[src/rtl/prbs_burst_ctrl.sv]
// Burst sequencer around a shared PRBS7/15/23/31 LFSR: captures a configuration on start,
// emits num_bursts bursts of burst_len bits separated by gap_len idle cycles, with one-shot bit inversion.
module prbs_burst_ctrl #(
  parameter int CNT_W = 16,
  parameter int GAP_W = 8,
  parameter int NB_W  = 8
) (
  input  logic             clk,
  input  logic             rst_n,
  input  logic             start,
  input  logic             abort,
  input  logic [1:0]       poly_sel,
  input  logic [30:0]      seed,
  input  logic [CNT_W-1:0] burst_len,
  input  logic [GAP_W-1:0] gap_len,
  input  logic [NB_W-1:0]  num_bursts,
  input  logic             inject_err,
  output logic             bit_out,
  output logic             bit_valid,
  output logic             busy,
  output logic             done,
  output logic [NB_W-1:0]  burst_idx
);

  typedef enum logic [2:0] {S_IDLE, S_LOAD, S_RUN, S_GAP, S_DONE} state_t;

  state_t           state;
  logic [1:0]       poly_r;
  logic [30:0]      seed_r;
  logic [CNT_W-1:0] burst_len_r;
  logic [GAP_W-1:0] gap_len_r;
  logic [NB_W-1:0]  num_bursts_r;
  logic [30:0]      lfsr;
  logic [30:0]      seed_masked;
  logic [CNT_W-1:0] bit_cnt;
  logic [GAP_W-1:0] gap_cnt;
  logic             inj_pend;

  function automatic logic [30:0] poly_mask(input logic [1:0] p);
    case (p)
      2'd0:    return 31'h0000_007F;
      2'd1:    return 31'h0000_7FFF;
      2'd2:    return 31'h007F_FFFF;
      default: return 31'h7FFF_FFFF;
    endcase
  endfunction

  function automatic logic lfsr_msb(input logic [30:0] l, input logic [1:0] p);
    case (p)
      2'd0:    return l[6];
      2'd1:    return l[14];
      2'd2:    return l[22];
      default: return l[30];
    endcase
  endfunction

  // Shift left by one within the active width, feedback = MSB xor tap.
  function automatic logic [30:0] lfsr_next(input logic [30:0] l, input logic [1:0] p);
    case (p)
      2'd0:    return {24'd0, l[5:0],  l[6]  ^ l[5]};
      2'd1:    return {16'd0, l[13:0], l[14] ^ l[13]};
      2'd2:    return {8'd0,  l[21:0], l[22] ^ l[17]};
      default: return {l[29:0], l[30] ^ l[27]};
    endcase
  endfunction

  assign seed_masked = seed_r & poly_mask(poly_r);
  assign bit_valid   = (state == S_RUN);
  assign busy        = (state != S_IDLE);
  assign done        = (state == S_DONE);
  assign bit_out     = bit_valid & (lfsr_msb(lfsr, poly_r) ^ (inj_pend | inject_err));

  always_ff @(posedge clk or negedge rst_n) begin
    if (!rst_n) begin
      state        <= S_IDLE;
      poly_r       <= '0;
      seed_r       <= '0;
      burst_len_r  <= '0;
      gap_len_r    <= '0;
      num_bursts_r <= '0;
      lfsr         <= '0;
      bit_cnt      <= '0;
      gap_cnt      <= '0;
      burst_idx    <= '0;
      inj_pend     <= 1'b0;
    end else begin
      if (inject_err) inj_pend <= 1'b1;
      if (abort) begin
        state <= S_IDLE;
        if (state != S_IDLE) inj_pend <= 1'b0;
      end else begin
        case (state)
          S_IDLE: begin
            if (start && burst_len != '0) begin
              poly_r       <= poly_sel;
              seed_r       <= seed;
              burst_len_r  <= burst_len;
              gap_len_r    <= gap_len;
              num_bursts_r <= num_bursts;
              state        <= S_LOAD;
            end
          end
          S_LOAD: begin
            lfsr      <= (seed_masked == '0) ? 31'd1 : seed_masked;
            bit_cnt   <= '0;
            gap_cnt   <= '0;
            burst_idx <= '0;
            state     <= S_RUN;
          end
          S_RUN: begin
            inj_pend <= 1'b0;
            lfsr     <= lfsr_next(lfsr, poly_r);
            if (bit_cnt == burst_len_r - CNT_W'(1)) begin
              bit_cnt <= '0;
              if (num_bursts_r != '0 && burst_idx == num_bursts_r - NB_W'(1)) begin
                state <= S_DONE;
              end else begin
                burst_idx <= burst_idx + NB_W'(1);
                if (gap_len_r != '0) begin
                  gap_cnt <= '0;
                  state   <= S_GAP;
                end
              end
            end else begin
              bit_cnt <= bit_cnt + CNT_W'(1);
            end
          end
          S_GAP: begin
            if (gap_cnt == gap_len_r - GAP_W'(1)) state <= S_RUN;
            else gap_cnt <= gap_cnt + GAP_W'(1);
          end
          S_DONE:  state <= S_IDLE;
          default: state <= S_IDLE;
        endcase
      end
    end
  end

endmodule

[config.mk]
export PLATFORM = sky130hd
export DESIGN_NAME = prbs_burst_ctrl
export DESIGN_NICKNAME = d
export VERILOG_FILES = /design/src/rtl/prbs_burst_ctrl.sv
export SDC_FILE = /design/constraint.sdc
export NUM_CORES = 1
export LEC_CHECK = 0
export CORE_ASPECT_RATIO = 1.2
export CORE_MARGIN = 1.5
export CORE_UTILIZATION = 45
export CTS_CLUSTER_DIAMETER = 40
export DETAILED_ROUTE_END_ITERATION = 10
export HOLD_SLACK_MARGIN = 0.08
export PLACE_DENSITY_LB_ADDON = 0.08
export SLEW_MARGIN = 20
export SYNTH_ARGS = -nofsm -noshare
export SYNTH_HDL_FRONTEND = slang
export SYNTH_SLANG_ARGS = --single-unit
[constraint.sdc]
create_clock -name clk -period 4.1 [get_ports clk]
set_input_delay 1.025 -clock clk [delete_from_list [all_inputs] [get_ports clk]]
set_output_delay 1.025 -clock clk [all_outputs]
set_load 0.02 [all_outputs]
==> metrics.txt, run 1 <==
hold buffers post-CTS 0; crit path max fanout 2; Synth top cells by count 132 x dfrtp_1, 71 x nand2_1, 66 x mux2_2; Max-Cap Viols 0; GRT overflow 0; HPWL after DPL ~12000 um; Die Y-Extent 142 um; Crit. End Element output pin; largest net degree at the start of global routing 78; DR vias 5850; clock buffer depth 2; most frequent cell after synthesis dfrtp_1; Worst-path clk slew 0.06 ns; input/output buffers slightly above 80; HP Class reg -> reg; CTS Sinks 132; VDD IR max 0.305 mV; layout cells sized above 1 15.8%; source of the worst hold timing path lfsr[25]; Power Density 621 nW/um^2; CTS tree yes; TritonCTS buffer count 17; sequential area share after synthesis 45.6%; Synth top area share 45.6%; post-CTS setup repair buffer count 0; CP Cell Sequence clkdlybuf4s50_1, nor2_1, xor2_1, nor2_1, clkdlybuf4s50_1; core area 15600 um^2; max incr delay on CP 0.64 ns; Final Util a little under three fifths; Starting Density 46.3%; final hold vios 0; Tcrit/Tclk final 88.6%; first-iteration detailed-routing DRC count 322; post-synth top area cell dfrtp_1; nets 874; drt total wl 16700 um; Buffers & Inverters on Critical Path 2; first-pass GRT wire length between 20000 and 30000 um; DIE AREA 16900 um^2; largest cells by area after synthesis dfrtp_1 46%, mux2_2 10%, o21ai_0 4.1%, mux2i_1 3.7%, nand2_1 3.7%; Worst slew margin between 50% and 60%; actual slew at the worst max-slew pin about 0.74 ns; setup ws final 0.469 ns; vias per inst 5.74; Gate Count Post-Synth 725; post-layout min period 3.63 ns; row count 50; drt pass-1 iters 5; area grow syn2layout 22.5%; root buf cell clkbuf_16; Net Count, Synth 801; Fin Setup TNS 0 ns; Mean Syn Cell Area 9.99 um^2; H-tree depth 4; Primary FF master, synth dfrtp_1; RD Place Congestion 0.895; CP delay by family, top buffers and inverters; WS Path Type in -> out; Crit-path slowest cell clkdlybuf4s50_1; Arr. time, crit path 2.61 ns; crit start category input port; EDFF count, synth 0; Req. time, crit path between 3 and 4 ns; CP Launch Point inject_err; fill cell count 1404; setup violators final 0; placed cell area 8250 um^2; Mapped Area between 7000 and 8000 um^2; DRC 0; diode count 0; fin area 8870 um^2; Final ANT Viol Nets 0; # resized after CTS 0; # IOs 82; vias in the first global route 5932; Leak 3.74 nW; clk_skew about 0.0080 ns; Post-synth ARST share 100%; Yosys reg bits 132; pre-CTS setup slack 0.407 ns; Skew-Pair Late Insertion Delay 0.42 ns; post-synthesis cell type count 66; WL/cell ~16 um; Chip Width between 100 and 150 um; outcome completed; reg-to-reg startpoint burst_len_r[2]; FMAX about 280 MHz; All-Layer GR Usage 20.7%; antenna violations before repair 0; Slew Viols, Final 0; Synth Warn # 0; RSZ-0062 raised after global routing false
==> cells in the final DEF, fill, tap and decap left out, drive strengths merged, types with 4 or more instances in the layout <==
| master | netlist | layout |
|---|---|---|
| o41ai | 6 | 6 |
| buf | 8 | 10 |
| a31oi | 9 | 9 |
| xor2 | 30 | 30 |
| nor4 | 16 | 16 |
| mux2i | 27 | 27 |
| nor2 | 40 | 40 |
| nand2 | 71 | 71 |
| o21ai | 61 | 61 |
| inv | 20 | 25 |
| nand3 | 25 | 25 |
| clkbuf | 28 | 19 |
| o31a | 4 | 4 |
| clkdlybuf4s50 | 0 | 80 |
| mux2 | 66 | 66 |
| ha | 6 | 6 |
| clkinv | 0 | 4 |
| o31ai | 7 | 7 |
| or3 | 6 | 6 |
| o211ai | 4 | 4 |
| dfrtp | 132 | 132 |
| nand4 | 6 | 6 |
| or4 | 8 | 8 |
| or2 | 9 | 9 |
| xnor2 | 15 | 15 |
| nand2b | 11 | 11 |
| nor3 | 22 | 22 |
| a21oi | 17 | 17 |
| and3 | 16 | 16 |
==> per-stage QoR <==
step           total power [mW]  hold WS (ns)  std cells
6_report                   5.50         0.485       1019
5_1_grt                    5.87         0.503       1019
4_1_cts                    5.54         0.488       1019
3_5_place_dp               3.94         0.475        987
3_3_place_gp               3.85         0.462        987
2_1_floorplan              3.39         0.449        725
==> path summary, 6_finish.rpt <==
check,cells past startpoint,slack [ns],to
hold / removal,2,0.48,lfsr[25]
min in group asynchronous,1,0.62,burst_len_r[10]
max in group asynchronous,2,2.79,inj_pend
setup / recovery,5,0.47,bit_out
hold reg to reg,2,0.48,lfsr[25]
setup reg to reg,8,0.70,gap_cnt[6]
==> routing by layer <==
metal  track usage (%)  wire, um  part of all wire [%]
met5                 0         0                     0
met4              7.99       221                   1.3
met3              3.93       596                   3.6
met2              36.4      8600                    51
met1              25.3      7290                    44
==> kinds of logic after synthesis <==
logic type,synth area share (%)
simple gates,17.7
compound gates,12.6
flops,45.6
mux,14.6
buf+inv,2.99
xor+xnor,5.44
fa+ha+maj,1.04
==> sequential cells by signal, indices dropped and copies added (netlist names) <==
signal        flops
lfsr             31
seed_r           31
bit_cnt          16
burst_len_r      16
burst_idx         8
gap_cnt           8
gap_len_r         8
num_bursts_r      8
state             3
poly_r            2
inj_pend          1
==> tightest hold or removal path, stage by stage (launching register included) <==
cell,delay (ns)
dfrtp_1,0.34
nand2_1,0.05
o21ai_0,0.06
==> power breakdown <==
group / leakage [nW] / total [mW] / internal (mW) / switching [mW]
Sequential: 1.65 / 2.25 / 1.75 / 0.508
Clock: 0.299 / 1.58 / 0.983 / 0.593
Combinational: 1.79 / 1.67 / 0.857 / 0.817
==> layout make-up <==
| type | count | area, um^2 | share of cell area (%) |
|---|---|---|---|
| repair buffers | 90 | 892 | 10.1 |
| clock buffers | 19 | 443 | 4.99 |
| flip-flops and latches | 132 | 3300 | 37.2 |
| well taps | 208 | 260 | 2.93 |
| clock inverters | 13 | 173 | 1.95 |
| inverters | 20 | 75.1 | 0.847 |
| multi-input cells | 537 | 3720 | 42.0 |
Note: power is estimated with default switching activity, not from simulation.
==> run 2, diff against run 1 <==
--- a/config.mk
+++ b/config.mk
@@ -5,14 +5,12 @@
 export SDC_FILE = /design/constraint.sdc
 export NUM_CORES = 1
 export LEC_CHECK = 0
-export CORE_ASPECT_RATIO = 1.2
 export CORE_MARGIN = 1.5
 export CORE_UTILIZATION = 45
 export CTS_CLUSTER_DIAMETER = 40
 export DETAILED_ROUTE_END_ITERATION = 10
 export HOLD_SLACK_MARGIN = 0.08
 export PLACE_DENSITY_LB_ADDON = 0.08
-export SLEW_MARGIN = 20
 export SYNTH_ARGS = -nofsm -noshare
 export SYNTH_HDL_FRONTEND = slang
 export SYNTH_SLANG_ARGS = --single-unit
==> run 2 against run 1 <==
- via count shrank 0.14%
- register-to-register slack gained 0.04 ns
- global-route usage grew 0.96 points
- non-clock buffer count grew 2
- critical path type unchanged
- largest cell class unchanged
- highest routed layer unchanged
==> metrics.txt, run 2 (synthesis gave the netlist of run 1 again) <==
outcome completed; drt total wl between 15000 and 20000 um; Skew-Pair Late Insertion Delay 0.43 ns; final hold vios 0; flop2flop setup slack roughly 0.74 ns; Sw Pwr ~2 mW; Net Sw Frac 35.7%; Chip Width ~130 um; TritonCTS buffer count 17; P_int about 3.5 mW; Clk pwr share 28.5%; Req. time, crit path 3.07 ns; Fin Setup TNS 0 ns; Arr. time, crit path 2.38 ns; Max-Cap Viols 0; hold buffers post-CTS 0; CTS tree yes; pre-CTS setup slack about 0.68 ns; DIE AREA approximately 17000 um^2; commonest non-fill, non-tap cell in the layout dfrtp_1; Final Util 56.1%; clk_skew 0.00801 ns; placed cell area around 8300 um^2; Final ANT Viol Nets 0; crit path max fanout 2; RSZ-0062 raised after global routing false; Starting Density 45.7%; crit start category input port; All-Layer GR Usage 21.7%; layout cells sized above 1 16.1%; Tcrit/Tclk final 83.1%; Layout Cells excl Fill 1029; Post-Place Cells approximately 1000; drt pass-1 iters 5; # resized after CTS 0; VDD IR max 0.383 mV; DR vias 5842; vias in the first global route 5876; Worst-path clk slew 0.06 ns; first-iteration detailed-routing DRC count about 420; H-tree depth 4; vias per inst 5.68; post-CTS setup repair buffer count 0; row count 46; RD Place Congestion 0.815; leading cell types in the layout, fill and taps excluded 132 x dfrtp_1, 80 x clkdlybuf4s50_1, 71 x nand2_1, 66 x mux2_2, 59 x o21ai_0; combinational share of power 30.7%; sequential power share 40.8%; HPWL after DPL between 10000 and 15000 um; area grow syn2layout 22.6%; HP Class reg -> reg; antenna violations before repair 0; FMAX slightly below 300 MHz; WS Path Type in -> out; setup violators final 0; actual slew at the worst max-slew pin 0.778 ns; Power Density between 600 and 700 nW/um^2; clock buffer depth 2; Crit. End Element output pin; WL/cell 16.7 um; DRC 0; # IOs 82; GRT overflow 0; Slew Viols, Final 0; post-layout min period 3.41 ns; first-pass GRT wire length 28900 um; input/output buffers about 80; largest net degree at the start of global routing 43; core area around 16000 um^2; root buf cell clkbuf_16; CTS Sinks about 130; nets roughly 880; Leak around 3.7 nW; Top Registers lfsr x31, seed_r x31; Die Y-Extent 130 um; setup ws final between 0.6 and 0.7 ns; diode count 0; Worst slew margin 47.6%; fin area between 8000 and 9000 um^2
-- run 2: changes by cell type in the layout (fill, tap and decap cells not counted), sizes merged --
cell	before	now
clkinvlp	1	2
inv	25	29
clkinv	4	1
bufinv	3	2
clkbuf	19	18
buf	10	12
-- run 2: power by group through the flow --
stage,Combinational [mW],Sequential [mW],Clock (mW)
after floorplan,1.31,2.08,0
after global placement,1.63,2.25,0
after CTS,1.70,2.25,1.59
after detailed placement,1.69,2.27,0
final,1.69,2.25,1.57
after global routing,1.88,2.32,1.66
-- run 2: final timing paths --
| check | from | end | cells past startpoint |
|---|---|---|---|
| max in group asynchronous | rst_n | lfsr[4] | 2 |
| min | lfsr[25] | lfsr[25] | 2 |
| max | inject_err | bit_out | 5 |
| max reg2reg | burst_len_r[2] | gap_cnt[6] | 9 |
| min reg2reg | lfsr[25] | lfsr[25] | 2 |
| min in group asynchronous | rst_n | gap_len_r[0] | 1 |
-- run 2: per-layer routing --
metal  vias to the layer above  wire (um)  global-route usage [%]
met5                         -          0                       0
met4                         0        263                    7.58
met3                        22        571                    4.06
met2                       103       8210                    36.0
met1                      2921       8170                    28.5
li1                       2796          -                       -
-- run 2: worst max-delay path: stages --
cell and delay, ns:
clkdlybuf4s50_1 0.45, nor2_1 0.06, xor2_1 0.15, nor2_1 0.08, clkdlybuf4s50_1 0.61
-- run 2: cell type report --
| type | instances | area (um^2) |
|---|---|---|
| timing repair buffer | 92 | 903 |
| fill | 1375 | 6950 |
| multi-input combinational | 537 | 3720 |
| clock inverter | 14 | 163 |
| inverter | 20 | 75.1 |
| sequential | 132 | 3300 |
| clock buffer | 18 | 439 |
| tap | 216 | 270 |
-- run 2: through the flow --
| stage | total power [mW] | hold WS [ns] |
|---|---|---|
| final | 5.50 | 0.487 |
| after global routing | 5.86 | 0.523 |
| after CTS | 5.54 | 0.487 |
| after detailed placement | 3.95 | 0.473 |
| after global placement | 3.87 | 0.461 |
| after floorplan | 3.39 | 0.449 |
==> edit 1 (flow settings as in run 1) <==
Register the outputs `bit_out`, `busy` and `done`, with the module's reset; this adds one clock of latency there. The other outputs are not delayed to match.
--- a/src/rtl/prbs_burst_ctrl.sv
+++ b/src/rtl/prbs_burst_ctrl.sv
@@ -66,9 +66,17 @@
 
   assign seed_masked = seed_r & poly_mask(poly_r);
   assign bit_valid   = (state == S_RUN);
-  assign busy        = (state != S_IDLE);
-  assign done        = (state == S_DONE);
-  assign bit_out     = bit_valid & (lfsr_msb(lfsr, poly_r) ^ (inj_pend | inject_err));
+  always_ff @(posedge clk or negedge rst_n) begin
+    if (!rst_n) begin
+      bit_out <= '0;
+      busy    <= '0;
+      done    <= '0;
+    end else begin
+      bit_out <= bit_valid & (lfsr_msb(lfsr, poly_r) ^ (inj_pend | inject_err));
+      busy    <= (state != S_IDLE);
+      done    <= (state == S_DONE);
+    end
+  end
 
   always_ff @(posedge clk or negedge rst_n) begin
     if (!rst_n) begin
Check against the original RTL: not equivalent (a bounded check fails within 4 cycles, from zero or initial values and one cycle with rst_n low).
==> edit 1 against run 1 <==
- total power is 11% lower
- sequential share of layout area is 1.5 points higher
- area after synthesis is 1.4% lower
- sequential cell count is 3 higher
- final area is 1.7% lower
- non-clock buffer count is 2 lower
- wire length is 6.4% lower
- critical path depth is 5 higher
- worst setup slack better by 0.36 ns
- fmax is 11% higher
- critical endpoint is now state[1]
- largest power group unchanged
==> edit 1: results (changes against run 1) <==
metric;value;unit;change
outcome;finished clean;;unchanged
yosys-top-cells-area;dfrtp_1 (47%), mux2_2 (11%), mux2i_1 (4.3%), nand2_1 (3.7%), xnor2_1 (3.3%);;was dfrtp_1 (46%), mux2_2 (10%), o21ai_0 (4.1%), mux2i_1 (3.7%), nand2_1 (3.7%)
max_stage_delay;0.57;ns;was 0.64 ns
hpwl;11.1;mm;was 11.8 mm
timing.rr.end;state[1];;was gap_cnt[6]
synth_seq_area_share;0.473;;was 0.456
syn_nets;761;;was 801
grt_max_degree;84;;was 78
globalplace.congestion;0.792;;was 0.895
grtUsageTotal;0.200;;was 0.207
ir_worst_vdd;316;uV;was 305 uV
p_sw;1590;uW;was 1920 uW
yosys.area_share.adder;0.0105;;was 0.0104
wirelength;15.6;mm;was 16.7 mm
grt_pass1_wl;26.7;mm;was 28.4 mm
vias_per_cell;5.53;;was 5.74
dp_slack;0.807;ns;was 0.407 ns
synthCells;685;;was 725
power.leakage;0.00358;uW;was 0.00374 uW
switching_share;0.325;;was 0.348
muxShareOfSynthArea;0.156;;was 0.146
arrival;3.58;ns;was 2.61 ns
fillers;1352;;was 1404
htreeDepth;4;;unchanged
place_area;8150;um2;was 8250 um2
critical_path.endpoint_type;flip-flop;;was primary output
slowest_stage;or4_4;;was clkdlybuf4s50_1
core-area;15600;um2;about the same
r2r.worst_path.cells;10;;was 8
post-route-period-util;0.799;;was 0.886
synth_common_cells;dfrtp_1 (135), nand2_1 (71), mux2_2 (67);;was dfrtp_1 (132), nand2_1 (71), mux2_2 (66)
cp_top_family;simple AND/OR/NAND/NOR gates;;was buffers and inverters
stdcell_count;979;;was 1019
dp_cells;947;;was 987
power_frac_clock;0.296;;was 0.286
drt_first_pass_iters;4;;was 5
holdPathEnd;lfsr[21];;was lfsr[25]
synth-xor-area-share;0.0601;;was 0.0544
combPwrFrac;0.260;;was 0.304
drive_gt1_frac;0.158;;about the same
slew_headroom;0.468;;was 0.505
worst_hold_startpoint;lfsr[21];;was lfsr[25]
fin_nets;834;;was 874
crit_fanout;5;;was 2
synth_compound_area_frac;0.103;;was 0.126
drt_iter0_markers;235;;was 322
grt_pass1_vias;5492;;was 5932
skew;0.0110;ns;was 0.00796 ns
synth_cell_types;64;;was 66
startpoint;burst_len_r[0];;was inject_err
yosys_warnings;0;;unchanged
hold_ws;0.477;ns;was 0.485 ns
ff2ff_setup_slack;0.82;ns;was 0.70 ns
postCtsSetupBuffers;0;;unchanged
[edit 1: per-layer routing]
| metal | routed length (um) | vias to the layer above | track usage |
|---|---|---|---|
| li1 | - | 2622 | - |
| met1 | 6910 | 2660 | 0.248 |
| met2 | 7930 | 112 | 0.340 |
| met3 | 526 | 22 | 0.0445 |
| met4 | 279 | 0 | 0.0815 |
| met5 | 0 | - | 0 |
[edit 1: final cells by class]
cell class / instances / area (um2) / share of cell area
clock inverters: 11 / 100 / 0.0115
clock buffers: 21 / 470 / 0.0539
repair buffers: 88 / 890 / 0.102
inverters: 14 / 52.6 / 0.00602
flip-flops and latches: 135 / 3380 / 0.387
multi-input cells: 502 / 3570 / 0.409
well taps: 208 / 260 / 0.0298
[edit 1: tightest hold or removal path: stages, from the launching register on]
cell	delay, ns
dfrtp_1	0.34
nand2_1	0.05
o21ai_0	0.06
==> edit 2 (settings of run 1) <==
Without the edit above. The parameter `GAP_W` goes from 8 to 7.
--- a/src/rtl/prbs_burst_ctrl.sv
+++ b/src/rtl/prbs_burst_ctrl.sv
@@ -2,7 +2,7 @@
 // emits num_bursts bursts of burst_len bits separated by gap_len idle cycles, with one-shot bit inversion.
 module prbs_burst_ctrl #(
   parameter int CNT_W = 16,
-  parameter int GAP_W = 8,
+  parameter int GAP_W = 7,
   parameter int NB_W  = 8
 ) (
   input  logic             clk,
Interface: changed (resized gap_len); port bits go from 82 to 81. The function was not compared with the original's and may differ.
==> edit 2 against run 1 <==
- wire length down 5.0%
- worst setup slack better by 0.21 ns
- clock skew increased by 0.0035 ns
- sequential cell count down 2
- clock power decreased by 11%
- worst hold slack worse by 0.0098 ns
- total power fell by 26%
- global-route usage up 0.38 points
- fmax up 6.1%
- non-clock buffer count is the same
- final area is 4.3% lower
- die area shrank 4.3%
- area after synthesis down 4.4%
- sequential share of layout area rose by 1.1 points
- largest cell class unchanged
- highest routed layer unchanged
==> edit 2: results (changes against run 1) <==
metric;value;unit;change
ir_worst_vdd;291;uV;was 305 uV
synth-xor-area-share;0.0684;;was 0.0544
grtUsageTotal;0.211;;was 0.207
grt_max_degree;58;;was 78
ff2ff_setup_slack;0.76;ns;was 0.70 ns
muxShareOfSynthArea;0.153;;was 0.146
drive_gt1_frac;0.171;;was 0.158
crit_fanout;2;;unchanged
layout_setup_ws;0.679;ns;was 0.469 ns
synth_compound_area_frac;0.111;;was 0.126
timing.rr.end;burst_idx[2];;was gap_cnt[6]
postCtsSetupBuffers;0;;unchanged
placement.io_buffers;80;;was 81
outcome;finished clean;;unchanged
grt_pass1_vias;5515;;was 5932
worstMarginPinSlew;0.754;ns;was 0.736 ns
htreeDepth;4;;unchanged
globalplace.congestion;0.790;;was 0.895
hold_ws;0.475;ns;was 0.485 ns
fin_nets;812;;was 874
cts.repair.resized;0;;unchanged
drt_first_pass_iters;4;;was 5
dp_cells;922;;was 987
yosys.area_share.adder;0.0108;;was 0.0104
hpwl;11.4;mm;was 11.8 mm
slowest_stage;clkdlybuf4s50_1;;unchanged
synth_seq_area_share;0.470;;was 0.456
num_vias;5268;;was 5850
max_stage_delay;0.62;ns;was 0.64 ns
synth_common_cells;dfrtp_1 (130), mux2_2 (64), nand2_1 (59);;was dfrtp_1 (132), nand2_1 (71), mux2_2 (66)
whs_path_depth;2;;unchanged
rr_startpoint;burst_len_r[0];;was burst_len_r[2]
syn_nets;727;;was 801
syn_avg_cell_area;10.6;um2;was 9.99 um2
cts_root_buffer;clkbuf_16;;unchanged
clkTransAtPathRegs;0.06;ns;about the same
diodes;0;;unchanged
holdPathEnd;lfsr[24];;was lfsr[25]
worst_hold_startpoint;lfsr[24];;was lfsr[25]
wirelength;15.9;mm;was 16.7 mm
yosys-top-cells-area;dfrtp_1 (47%), mux2_2 (10%), mux2i_1 (4.1%), xnor2_1 (4.1%), nand2_1 (3.2%);;was dfrtp_1 (46%), mux2_2 (10%), o21ai_0 (4.1%), mux2i_1 (3.7%), nand2_1 (3.7%)
skew;0.0114;ns;was 0.00796 ns
fillers;1345;;was 1404
power.leakage;0.00350;uW;was 0.00374 uW
r2r.worst_path.cells;10;;was 8
grt_pass1_wl;26.6;mm;was 28.4 mm
switching_share;0.301;;was 0.348
drt_iter0_markers;217;;was 322
drv_slew;0;;unchanged
synth_cell_types;66;;unchanged
synthFlopType;dfrtp_1;;unchanged
stdcell_count;952;;was 1019
## edit 2: logic make-up (layout without fill, tap and decap cells)
family,Yosys count,in the layout
AND/OR/NAND/NOR,206,206
flip-flops,130,130
adder cells (fa/ha/maj),6,6
multiplexers,95,95
AO/OA/AOI/OAI,117,117
buffers and inverters,44,140
XOR/XNOR,54,54
## edit 2: per-stage QoR
step	power [uW]	cell area, um2
finish	4100	8480
global route	4340	8480
CTS	4140	8480
detailed placement	2710	7930
floorplan	2400	6920
global placement	2670	7930
## edit 2: final cells by class
class | instances | share of cell area
Clock buffer | 18 | 0.0518
Clock inverter | 12 | 0.0130
Inverter | 20 | 0.00885
Multi-Input combinational cell | 478 | 0.410
Sequential cell | 130 | 0.383
Tap cell | 204 | 0.0301
Timing Repair Buffer | 90 | 0.103
## edit 2: power by group through the flow
stage | Combinational [uW] | Clock, uW | Sequential (uW)
2_1_floorplan | 657 | 0 | 1750
5_1_grt | 967 | 1500 | 1860
3_3_place_gp | 842 | 0 | 1830
6_report | 860 | 1410 | 1820
3_5_place_dp | 868 | 0 | 1840
4_1_cts | 873 | 1450 | 1820
## edit 2: worst max-delay path by stage
stage | startpoint | end | slack [ns] | cells past startpoint
after floorplan | burst_len_r[0] | gap_cnt[0] | 1.25 | 10
after global routing | burst_len_r[0] | bit_cnt[1] | 0.55 | 10
final | inject_err | bit_out | 0.68 | 5
after global placement | inject_err | bit_out | 0.68 | 5
after detailed placement | inject_err | bit_out | 0.68 | 5
after CTS | inject_err | bit_out | 0.66 | 5
## edit 2: routing by layer
metal | track usage | up-vias | routed length, um
li1 | - | 2546 | -
met1 | 0.260 | 2587 | 7000
met2 | 0.362 | 114 | 8010
met3 | 0.0463 | 21 | 565
met4 | 0.0700 | 0 | 289
met5 | 0 | - | 0
## edit 2: worst reg2reg max path, stage by stage, from the launching register on
cell and delay (ns):
dfrtp_1 0.46, inv_1 0.09, ha_1 0.28, nor4b_2 0.39
nand3_1 0.14, a2111oi_2 0.42, o211ai_1 0.22, nor4_4 0.29
buf_4 0.28, or2b_1 0.46, a32o_1 0.25
